$ cat src/rtl/ram_1bit_cell.sv
// ram_1bit_cell: single-port, bit-wide RAM with 2**ADDR_WIDTH cells.
// Writes and reads are enabled independently. Reads are registered and have
// one cycle of latency. Every cell and the read register clear asynchronously
// when reset_n goes low.
//
// Read interface: read_enable high at a rising edge is always accepted. No
// back-pressure exists. read_valid is high for exactly the cycle after an
// accepted read, and read_data holds that result until the next accepted read.
module ram_1bit_cell #(
   parameter int   ADDR_WIDTH  = 4,
   parameter logic RESET_VALUE = 1'b0
) (
   input  logic                  clock,
   input  logic                  reset_n,
   input  logic                  write_enable,
   input  logic                  write_data,
   input  logic                  read_enable,
   input  logic [ADDR_WIDTH-1:0] address,
   output logic                  read_data,
   output logic                  read_valid
);

   localparam int DEPTH = 1 << ADDR_WIDTH;

   logic [DEPTH-1:0] r_mem;
   logic             r_read_data;
   logic             r_read_valid;
   logic             w_cell_bit;
   logic             w_read_bit;

   // Select the addressed cell. On a same-edge write, take the incoming bit
   // instead, so the read returns the newly written value (write-first).
   always_comb begin
      w_cell_bit = r_mem[address];
      w_read_bit = write_enable ? write_data : w_cell_bit;
   end

   // Cell array: an asynchronous clear, then a single-cell write on an enabled edge.
   always_ff @(posedge clock or negedge reset_n) begin
      if (!reset_n) begin
         r_mem <= {DEPTH{RESET_VALUE}};
      end else if (write_enable) begin
         r_mem[address] <= write_data;
      end
   end

   // Read register: capture on an accepted read. The valid strobe follows read_enable.
   always_ff @(posedge clock or negedge reset_n) begin
      if (!reset_n) begin
         r_read_data  <= RESET_VALUE;
         r_read_valid <= 1'b0;
      end else begin
         r_read_valid <= read_enable;
         if (read_enable) begin
            r_read_data <= w_read_bit;
         end
      end
   end

   assign read_data  = r_read_data;
   assign read_valid = r_read_valid;

endmodule

$ cat config.mk
export PLATFORM = sky130hd
export DESIGN_NAME = ram_1bit_cell
export DESIGN_NICKNAME = d
export VERILOG_FILES = /design/src/rtl/ram_1bit_cell.sv
export SDC_FILE = /design/constraint.sdc
export NUM_CORES = 1
export LEC_CHECK = 0
export BUFFER_PORTS_ARGS = -buffer_cell sky130_fd_sc_hd__buf_2
export CORE_MARGIN = 2
export CORE_UTILIZATION = 51
export CTS_BUF_LIST = sky130_fd_sc_hd__clkbuf_2 sky130_fd_sc_hd__clkbuf_4 sky130_fd_sc_hd__clkbuf_8
export CTS_CLUSTER_DIAMETER = 150
export DETAILED_ROUTE_END_ITERATION = 16
export MAX_ROUTING_LAYER = met4
export PLACE_DENSITY_LB_ADDON = 0.1
export SYNTH_ARGS = -nofsm -noshare
export SYNTH_HDL_FRONTEND = slang
export SYNTH_SLANG_ARGS = --single-unit
$ cat constraint.sdc
create_clock -name clock -period 3.2 [get_ports clock]
set_clock_uncertainty 0.15 [all_clocks]
set_input_delay 0.16 -clock clock [delete_from_list [all_inputs] [get_ports clock]]
set_output_delay 0.16 -clock clock [all_outputs]
set_load 0.05 [all_outputs]
Word level (Yosys, flattened, before mapping)
Cells that the tools add are included.
Word-level totals
  register bits: 18
  latch bits: 0
  RAM bits: 0
  memory bits (read-only): 0
  input port bits: 9
  output and inout port bits: 2
  word-level logic and storage cells: 12
  memories kept: 0
Operators by class
  add/sub/neg operators: 0
  multiply operators: 0
  divide/modulo/power cells: 0
  magnitude comparators: 2
  eq/ne operators: 0
  shift operators: 0
  multiplexer cells: 6
  bitwise operators: 0
  reduce and logical (&&, ||, !) cells: 1
Operator list (count)
  $bwmux 16: 1
  $lt 4x5->1 const B: 1
  $bmux 1 s4: 1
  $demux 1 s4: 1
  $ge 4x1->1 const B: 1
  $mux 1: 3
  $logic_and 1x1->1: 1

Longest topological paths before layout
  depth in word-level cells: 5
  depth in mapped cells: 4
  gate-level depth less buffers: 3

Least setup slack after synthesis
No wires, ideal clock.
  kind: reg-to-reg
  from: register r_mem[15]
  to: register r_read_data (netlist: read_data)
  setup time: 0.134 ns
  arrival time: 1.072 ns
  required time: 2.916 ns
  setup slack: 1.844 ns
  cell stages (with the launch flop): 4
  path buffers: 0
  period minus slack after synthesis: 1.356 ns
  cells stage by stage: dfrtp_1 > mux4_2 > a32oi_1 > a31oi_1
Between the ends
  cells in the longest elaborated chain, start to end: 3
RTL lines
  from (decl): RTL line 25  | logic [DEPTH-1:0] r_mem;
  from (signal assigned): RTL line 41  | r_mem <= {DEPTH{RESET_VALUE}};
  from (signal, indexed assignment): RTL line 43  | r_mem[address] <= write_data;
  $bmux 1 s4: RTL line 34  | w_cell_bit = r_mem[address];
  $mux 1 (not written as such): RTL line 34
  $mux 1: RTL line 35  | w_read_bit = write_enable ? write_data : w_cell_bit;
  to (signal assigned): RTL line 55  | r_read_data <= w_read_bit;
  to (decl): RTL line 26  | logic r_read_data;
No other way between the ends. The select of a mux whose other input is x is not followed.
A chain may end at the register's enable or synchronous reset.

Worst setup path in the final report
  from: register r_mem[13]
  to: register r_read_data (netlist: read_data)
Same word-level chain as after synthesis.

==> out/results.txt <==
For the number of nets still failing antenna checks after routing, the log shows 0. The tools report the hold path startpoint as address[3]. The share of the synthesized netlist area taken by xor and xnor gates came out at 0.

Synthesis produced 78 cells. The critical path class is register to register. Counting distinct cell types in the post-synthesis netlist gives 19.

After clock tree synthesis, the clock-pin slew on the worst setup and hold paths is 0.11 ns. The H-tree depth is 1, and the worst slack at placement is 1.70 ns. Summed over all cells, the static leakage comes to 0.430 nW. The highest-utilization routing layer at the global route stage is met2. The final critical-path share of the clock period works out to 0.449. Via count of the first global-routing pass: 589. STA puts the critical path data required time at 3.24 ns. Static timing analysis puts the maximum clock frequency at 697 MHz.

The final number of hold-violating endpoints came out at 0. The die is 47.0 um wide. Area of the core: 1730 sq um.

The worst setup path is captured at a register. The cell area that synthesis handed to floorplanning was 941 sq um. The end-of-flow core utilization is 0.607.

Post-CTS repair changed the size of 0 cells. The worst hold path belongs to the class input port to register. After detailed placement, the total cell area comes to 992 sq um.

The via-per-instance ratio is 5.63, and the starting density of the core is 0.545. The data arrival time of the worst path was 1.47 ns; the simple-gate area share of the yosys netlist was 0.172. Setup slack on the critical path of the routed design comes to 1.76 ns. The transition time of the tightest slew-check pin was 0.401 ns. For hold timing, the worst endpoint is read_data$_DFFE_PN0P_.

The share of cells above drive strength 1 was 0.404. Setup repair after global routing left no endpoint under its margin. The run gives 0.732 as the tightest slew margin relative to the limit.

The flow ran to the end, and the final reports show no timing, DRC or antenna violations. The pre-antenna-repair detailed-routing pass consisted of 4 iterations. Mean instance size in the synthesized netlist: 12.1 sq um.

The clock net in this run drives a total of 18 sinks. Share of synthesized cell area in full adder, half adder and majority cells: 0. The number of nets in the layout is 99.

The share of synthesized area spent on multiplexers came out at 0.287. The endpoint identified for the worst register-to-register timing path is read_data$_DFFE_PN0P_. Entering global routing, the biggest net connects 19 pins. The run gives 0.285 as the global-route met2 utilization. The growth of design area from synthesis to finish is 11.4%, and the residual DRC count is 0.

The final weighted congestion in routability-driven placement came out at 0.747. STA classifies the critical path startpoint as a register. Clock tree synthesis inserted a total of 3 buffers.

Summed over all layers, the global routing overflow is 0. Among all stages on the critical path, the largest delay is contributed by sky130_fd_sc_hd__mux4_2. The complex-gate fraction of the synthesized area came out at 0.0306.

In this run the critical register-to-register path is launched from r_mem[13]$_DFFE_PN0P_. TritonCTS built the clock tree. The die is 47.0 um tall. The count of routing violations after the opening detailed-route iteration is 18, and the total of fill cells in the finished design is 148. The maximum vdd drop was 0.278 mV; the cell count of the worst hold path was 3.

In the layout the commonest cells are 18 x sky130_fd_sc_hd__mux2_2, 18 x sky130_fd_sc_hd__dfrtp_1, 10 x sky130_fd_sc_hd__nor2_1, 10 x sky130_fd_sc_hd__buf_2, 5 x sky130_fd_sc_hd__nand3b_1. The highest net fanout along the worst path is 2, and the total number of placement rows is 15. The logs give 108 for the total instance count after detailed placement and 1.17 mm for the half-perimeter wire length after placement. The number of nets in the synthesized netlist was 87. In this design, the stage delay of the slowest critical-path cell is 0.47 ns.

The clock reaches the later pin of the worst-skew pair after 0.30 ns. The clock tree buffer depth is 2. The final period demand of the worst path is 1.44 ns.

The logic depth of the worst register-to-register path was 3. The max-slew violation count was 0; the met1 global-route usage was 0.254. Clock tree synthesis selected as its root buffer the cell sky130_fd_sc_hd__clkbuf_4. Setup violations remaining at the end of the flow were counted as 0. The finished layout holds 114 standard cells, fillers aside.

The antenna diode instance count is 0, and the mean routed wirelength per cell is 15.1 um. The routed layout has 642 vias. The wire length of the first global-routing pass was 2.77 mm. Number of antenna violations at the first check in global routing: 0. For this design the top-level I/O count stands at 11. The power per standard cell area was 538 nW/um^2. For this run, the number of Yosys warnings is 0. The run gives 0.191 as the all-layer global routing usage. The routed design has 1.72 mm of wire. The die covers 2200 sq um. The tools report the post-route standard cell area excluding fillers as 1050 sq um.

The met3 track utilization from global routing was 0.0231; the post-route setup TNS was 0 ns. The worst register-to-register path has a setup slack of 1.76 ns. By area, the combinational part of the netlist is dominated by multiplexers. The sequential area share after synthesis was 0.479; the number of synthesized register bits was 18.

The critical path goes through mux4_2 -> a32oi_1 -> a31oi_1. During placement, the flow inserted port buffers numbering 10. For the number of violations of the max-capacitance limit, the log shows 0.
## cell families after synthesis
group / after synthesis
flip-flops: 18
AND/OR/NAND/NOR: 30
multiplexers: 21
AO/OA/AOI/OAI: 4
buffers and inverters: 5
## worst max-delay path by stage
stage	start	slack (ns)	end	depth (start not counted)
final	r_mem[13]$_DFFE_PN0P_	1.76	read_data$_DFFE_PN0P_	3
after global routing	r_mem[15]$_DFFE_PN0P_	1.72	read_data$_DFFE_PN0P_	3
after CTS	r_mem[15]$_DFFE_PN0P_	1.77	read_data$_DFFE_PN0P_	3
after detailed placement	address[1]	1.70	read_data$_DFFE_PN0P_	4
after global placement	address[1]	1.74	read_data$_DFFE_PN0P_	4
after floorplan	r_mem[15]$_DFFE_PN0P_	1.84	read_data$_DFFE_PN0P_	3
## Yosys cell counts, drive strengths merged
master / n / area [sq um]
a221oi: 1 / 8.76
a31oi: 1 / 6.26
a32oi: 1 / 8.76
buf: 4 / 26.3
clkbuf: 1 / 3.75
dfrtp: 18 / 450
mux2: 18 / 203
mux4: 3 / 67.6
nand2: 3 / 11.3
nand2b: 3 / 18.8
nand3: 2 / 10.0
nand3b: 5 / 37.5
nor2: 10 / 37.5
nor2b: 1 / 6.26
nor3: 4 / 20.0
nor3b: 2 / 20.0
o21ai: 1 / 5.00
## per-stage QoR
step,power [mW],hold slack (ns)
floorplan,0.392,-0.286
global placement,0.423,-0.0390
detailed placement,0.426,-0.0385
CTS,0.571,0.0780
global route,0.594,0.132
finish,0.564,0.102
## power breakdown
part | switching [mW] | leakage [nW] | internal, mW | total (mW)
clock | 0.0725 | 0.0210 | 0.0695 | 0.142
sequential | 0.0255 | 0.219 | 0.276 | 0.302
combinational | 0.0512 | 0.189 | 0.0692 | 0.120
## area by class of cell
class | count | area, sq um | area share
timing repair buffer | 12 | 70.1 | 0.0668
tap | 25 | 31.3 | 0.0298
clock buffer | 4 | 36.3 | 0.0346
multi-input combinational | 55 | 460 | 0.439
sequential | 18 | 450 | 0.430
## state kept, by name, summed over array words and instances, names as in the netlist
signal	count
read_valid	1
read_data	1
r_mem	16
## routing by layer
layer,routed length (um),vias to the layer above
met1,832,313
met4,31,0
li1,-,303
met3,61,4
met5,0,-
met2,793,22
## worst max-delay path, delay by kind of cell (launching register included)
family,cells,cell delay (ns)
mux,1,0.47
flops,1,0.40
compound gates,2,0.30
## repair_timing
| action | in CTS | in global routing |
|---|---|---|
| setup buffers | 0 | 0 |
| hold buffers | 2 | 0 |
| endpoints found under the hold margin | 19 | 0 |
Power figures use the tool's default switching activity.
